--- src/rtl/fifo_pkg.sv ---
// Shared definitions for the FIFO read-side blocks: controller state encoding
// and the depth of the small output holding buffer.
package fifo_pkg;

   typedef enum logic [1:0] {
      IDLE  = 2'd0,
      RUN   = 2'd1,
      DRAIN = 2'd2
   } state_t;

   localparam int BUF_DEPTH = 2;

endpackage

--- src/rtl/stream_buf2.sv ---
// Two-entry FIFO-ordered holding buffer for {last,data} words between the
// FIFO read port and the output stream.
module stream_buf2
   import fifo_pkg::*;
#(
   parameter int data_width = 8
) (
   input  logic                  rd_clk,
   input  logic                  rst_n,
   input  logic                  push,
   input  logic                  push_last,
   input  logic [data_width-1:0] push_data,
   input  logic                  pop,
   output logic [data_width-1:0] head_data,
   output logic                  head_last,
   output logic [1:0]            occ
);

   logic [data_width:0] mem [BUF_DEPTH];
   logic                wr_ptr;
   logic                rd_ptr;
   logic                push_ok;
   logic                pop_ok;

   // A full buffer can still take a word when the head leaves in the same cycle.
   assign push_ok = push & ((occ != 2'(BUF_DEPTH)) | pop);
   assign pop_ok  = pop & (occ != 2'd0);

   always_ff @(posedge rd_clk or negedge rst_n) begin
      if (!rst_n) begin
         mem[0] <= '0;
         mem[1] <= '0;
         wr_ptr <= 1'b0;
         rd_ptr <= 1'b0;
         occ    <= 2'd0;
      end else begin
         if (push_ok) begin
            mem[wr_ptr] <= {push_last, push_data};
            wr_ptr      <= ~wr_ptr;
         end
         if (pop_ok) begin
            rd_ptr <= ~rd_ptr;
         end
         case ({push_ok, pop_ok})
            2'b10:   occ <= occ + 2'd1;
            2'b01:   occ <= occ - 2'd1;
            default: occ <= occ;
         endcase
      end
   end

   assign {head_last, head_data} = (occ != 2'd0) ? mem[rd_ptr] : '0;

endmodule

--- src/rtl/fifo_burst_reader.sv ---
// Read-side burst controller: pulls burst_len words through a FIFO read port
// (data one cycle after rd_en) and presents them on a valid/ready stream.
module fifo_burst_reader
   import fifo_pkg::*;
#(
   parameter int data_width = 8,
   parameter int burst_len  = 16,
   parameter int len_width  = 5
) (
   input  logic                  rd_clk,
   input  logic                  rst_n,
   input  logic                  start,
   input  logic                  fifo_empty,
   output logic                  rd_en,
   input  logic [data_width-1:0] rd_data,
   output logic [data_width-1:0] m_data,
   output logic                  m_valid,
   output logic                  m_last,
   input  logic                  m_ready,
   output logic                  busy,
   output logic                  burst_done
);

   localparam logic [len_width-1:0] BurstLen = len_width'(burst_len);
   localparam logic [len_width-1:0] LastIdx  = len_width'(burst_len - 1);

   state_t               state;
   state_t               state_next;
   logic [len_width-1:0] issued;
   logic [len_width-1:0] captured;
   logic                 inflight;
   logic                 pop;
   logic                 last_tag;
   logic [1:0]           occ;
   logic [2:0]           credit_used;

   assign pop         = m_valid & m_ready;
   assign credit_used = {1'b0, occ} + {2'b00, inflight};
   // Only issue a read when its word is guaranteed a buffer slot on arrival.
   assign rd_en       = (state == RUN) & ~fifo_empty & (issued < BurstLen)
                        & (credit_used < (3'd2 + {2'b00, pop}));
   assign last_tag    = (captured == LastIdx);
   assign m_valid     = (occ != 2'd0);
   assign busy        = (state != IDLE);

   always_comb begin
      state_next = state;
      case (state)
         IDLE:    if (start) state_next = RUN;
         RUN:     if (rd_en && (issued == LastIdx)) state_next = DRAIN;
         DRAIN:   if (pop && m_last) state_next = IDLE;
         default: state_next = IDLE;
      endcase
   end

   always_ff @(posedge rd_clk or negedge rst_n) begin
      if (!rst_n) begin
         state      <= IDLE;
         issued     <= '0;
         captured   <= '0;
         inflight   <= 1'b0;
         burst_done <= 1'b0;
      end else begin
         state      <= state_next;
         inflight   <= rd_en;
         burst_done <= (state == DRAIN) & pop & m_last;
         if ((state == IDLE) && start) begin
            issued   <= '0;
            captured <= '0;
         end else begin
            if (rd_en) begin
               issued <= issued + len_width'(1);
            end
            if (inflight && (captured < BurstLen)) begin
               captured <= captured + len_width'(1);
            end
         end
      end
   end

   stream_buf2 #(
      .data_width(data_width)
   ) u_buf (
      .rd_clk   (rd_clk),
      .rst_n    (rst_n),
      .push     (inflight),
      .push_last(last_tag),
      .push_data(rd_data),
      .pop      (pop),
      .head_data(m_data),
      .head_last(m_last),
      .occ      (occ)
   );

endmodule

--- config.mk ---
export PLATFORM = sky130hd
export DESIGN_NAME = fifo_burst_reader
export DESIGN_NICKNAME = d
export VERILOG_FILES = /design/src/rtl/fifo_pkg.sv /design/src/rtl/stream_buf2.sv /design/src/rtl/fifo_burst_reader.sv
export SDC_FILE = /design/constraint.sdc
export NUM_CORES = 1
export LEC_CHECK = 0
export BUFFER_PORTS_ARGS = -buffer_cell sky130_fd_sc_hd__buf_2
export CORE_MARGIN = 4
export CORE_UTILIZATION = 31
export DETAILED_ROUTE_END_ITERATION = 16
export PLACE_DENSITY_LB_ADDON = 0.2
export REMOVE_ABC_BUFFERS = 1
export SLEW_MARGIN = 15
export SYNTH_ARGS = -nofsm -noshare
export SYNTH_HDL_FRONTEND = slang
export SYNTH_SLANG_ARGS = --single-unit
--- constraint.sdc ---
create_clock -name rd_clk -period 3.6 [get_ports rd_clk]
set_input_delay 0.9 -clock rd_clk [delete_from_list [all_inputs] [get_ports rd_clk]]
set_output_delay 0.9 -clock rd_clk [all_outputs]
set_load 0.005 [all_outputs]
==> results.md <==
- Status: finished clean
- Chip Width: ~82 µm
- Net Sw Power: ~560 µW
- Io pins: 26
- Sequential Power Share: 0.429
- Critical Path RT: around 2.7 ns
- Logic pwr share: 0.363
- CTS tree: built
- Sw frac: 0.3393
- Largest family of logic cells by synthesized area: multiplexers
- Final hold viol count: 0
- Clock root cell: clkbuf_8
- Routed via count: around 1,200
- Mapped Cells: 142
- Syn_area_per_cell: roughly 12 µm²
- Drt total wl: 3359 µm
- CP arrival: between 1.5 and 2 ns
- Initial antenna violation count: 0
- # DRC: 0
- Max FO, Critical Path: 7
- DRT iter0 DRCs: 33
- Die height: roughly 82 µm
- Adder-cell share of the synthesized area: 0.05147
- Die area: a little under 7000 µm²
- DRT Pass-1 Iters: 4
- Fraction of layout cells with a size suffix above 1: 0.3140
- Synth Area in Compound Gates: 0.06765
- Share of the synthesized area in the top cell type: 0.5294
- Min Tclk post-route: about 2.9 ns
- #FFs+latches synth: 36
- Final period util: 0.8030
- CP Capture Type: primary output
- Least-Margin Pin Slew: ~0.96 ns
- Synth Warn #: 0
- Total CTS buffers: 5
- RSZ-0062 raised after global routing: no
- I/O Buffers: 25
- CP Class: register to primary output
- Max cap viols: 0
- Sequential share of the synthesized area: 0.5294
- Core Area: between 5000 and 6000 µm²
- Max clock buf depth: 2
- Postcts setup bufs: 0
- R2R Setup Slk: approximately 1.5 ns
- Pwr per Cell Area: about 830 nW/µm²
- Vias in the first global route: 1,269
- Netlist Area Pre-Place: between 1500 and 2000 µm²
- Worst-Skew Late Latency: 0.28 ns
- Clock sinks: 36
- H-tree depth: 2
- Post_cts resized: 0
- Wirelength per Cell: 13.88 µm
- Clock share of power: 0.208
- HPWL Detailed: approximately 2400 µm
- Max-slew violation count: 0
- Finish-stage setup viols: 0
- Num rows: 26
- Xor/xnor share of the synthesized area: 0.04118
- ANT nets after route: 0
- Most common flop cell mapped by yosys: dfrtp_1
- Total global routing overflow: 0
- Skew final: about 0.0046 ns
- Leakage: about 0.96 nW
- Gpl congestion: approximately 0.89
- Hold-fix buffers at CTS: 0
- VDD IR-drop max: 0.2874 mV
- Min-delay worst type: register to register
- Vias per cell: around 4.8
- Synth area leader: dfrtp_1
- Nets: roughly 190
- Crit path launch type: register
- Fmax: around 0.35 GHz
- Final TNS setup: 0 ns
- Final Cell Area: about 2000 µm²
- Netlist cell types: 34
- Post-synth ARST share: 1.000
- Fillers: between 500 and 600
- Initial Util: 0.3269
- Ranking of synthesized cells by area: dfrtp_1, mux2_2, mux2i_1
- Gr usage total: 0.1176
- Antenna Cells: 0
- Largest net degree at the start of global routing: 37
- Post-place instance area: 1902 µm²
- CTS clk-pin slew, worst paths: ~0.07 ns
- Post-synth EDFFs: 0
- Mux cell area share after synthesis: 0.1779
- Post-Synth Simple-Gate Area: 0.1074
- Internal Pwr Total: 1.100 mW
- Max-slew headroom: 0.3610
- Area Overhead vs Synth: 18.09%
- First-pass GRT wire length: 5934 µm
-- critical path, stage by stage (launching register included) --
cell	delay [ns]
dfrtp_1	0.47
ha_1	0.23
ha_1	0.20
nor4_1	0.34
nand2_1	0.18
inv_1	0.16
buf_2	0.13
-- final timing paths --
| path | start | end | cells past startpoint |
|---|---|---|---|
| hold / removal | u_buf.mem[12]$_DFFE_PN0P_ | u_buf.mem[12]$_DFFE_PN0P_ | 1 |
| setup / recovery | u_buf.occ[0]$_DFFE_PN0P_ | rd_en | 6 |
| hold reg to reg | u_buf.mem[12]$_DFFE_PN0P_ | u_buf.mem[12]$_DFFE_PN0P_ | 1 |
| max in group asynchronous | rst_n | u_buf.mem[8]$_DFFE_PN0P_ | 1 |
| setup reg to reg | u_buf.occ[0]$_DFFE_PN0P_ | issued[3]$_DFFE_PN0P_ | 5 |
| min in group asynchronous | rst_n | u_buf.mem[14]$_DFFE_PN0P_ | 1 |
-- cell usage after synthesis, types with 2 or more instances --
cell type   n
a21oi_1     2
and3_1      2
clkbuf_1    2
dfrtp_1    36
ha_1        7
inv_1       8
mux2_2     18
mux2i_1    10
nand2_1     4
nand2b_1    2
nand3_1     2
nor2_1     17
o21ai_0     3
o31ai_1     3
xnor2_1     6
xor2_1      2
-- flip-flops by register name, summed over array words and instances (netlist names) --
register,cells
u_buf.wr_ptr,1
inflight,1
u_buf.rd_ptr,1
u_buf.mem,18
state,2
burst_done,1
u_buf.occ,2
issued,5
captured,5
-- per-stage QoR --
stage	utilization	worst slack, ns	cells	hold WS (ns)	total power [mW]
6_report	0.3861	0.7093	242	0.5085	1.665
2_1_floorplan	-	1.209	139	0.4611	1.128
5_1_grt	0.3861	0.5721	242	0.5338	1.824
3_5_place_dp	0.3654	0.7856	234	0.4959	1.339
3_3_place_gp	0.3654	0.8401	234	0.4861	1.305
4_1_cts	0.3861	0.7187	242	0.5137	1.695
-- kinds of logic after synthesis --
group | after synthesis
simple gates | 36
flops | 36
mux | 28
compound gates | 16
buf+inv | 11
xor+xnor | 8
fa+ha+maj | 7
-- power by group through the flow --
| stage | registers [mW] | clock network [mW] | logic [mW] |
|---|---|---|---|
| CTS | 0.718 | 0.360 | 0.617 |
| global placement | 0.713 | 0 | 0.592 |
| detailed placement | 0.726 | 0 | 0.614 |
| global route | 0.745 | 0.380 | 0.699 |
| finish | 0.714 | 0.347 | 0.604 |
| floorplan | 0.685 | 0 | 0.443 |
-- routing by layer --
layer	up-vias	routed length (µm)	track usage
met5	-	0	0
met4	0	46	0.03488
met3	5	236	0.03688
met2	32	1593	0.1947
met1	569	1483	0.1469
li1	555	-	-
-- area by class of cell --
type	count	area (µm²)	share of cell area
Timing Repair Buffer	25	125.1	0.06227
Inverter	8	30.03	0.01494
Clock inverter	2	35.03	0.01743
Multi-Input combinational cell	95	758.2	0.3773
Clock buffer	6	72.57	0.03611
Sequential cell	36	900.9	0.4483
Tap cell	70	87.58	0.04359
-- placed cells by master (no fill, tap or decap), types with 2 or more instances in the layout --
cell type | Yosys | layout
nor2_1 | 17 | 17
dfrtp_1 | 36 | 36
inv_1 | 8 | 8
o31ai_1 | 3 | 3
mux2i_1 | 10 | 10
and3_1 | 2 | 2
a21oi_1 | 2 | 2
mux2_2 | 18 | 18
buf_2 | 1 | 25
xor2_1 | 2 | 2
nand3_1 | 2 | 2
xnor2_1 | 6 | 6
o21ai_0 | 3 | 3
nand2_1 | 4 | 4
clkbuf_8 | 0 | 5
nand2b_1 | 2 | 2
ha_1 | 7 | 7
Note: power is estimated with default switching activity, not from simulation.
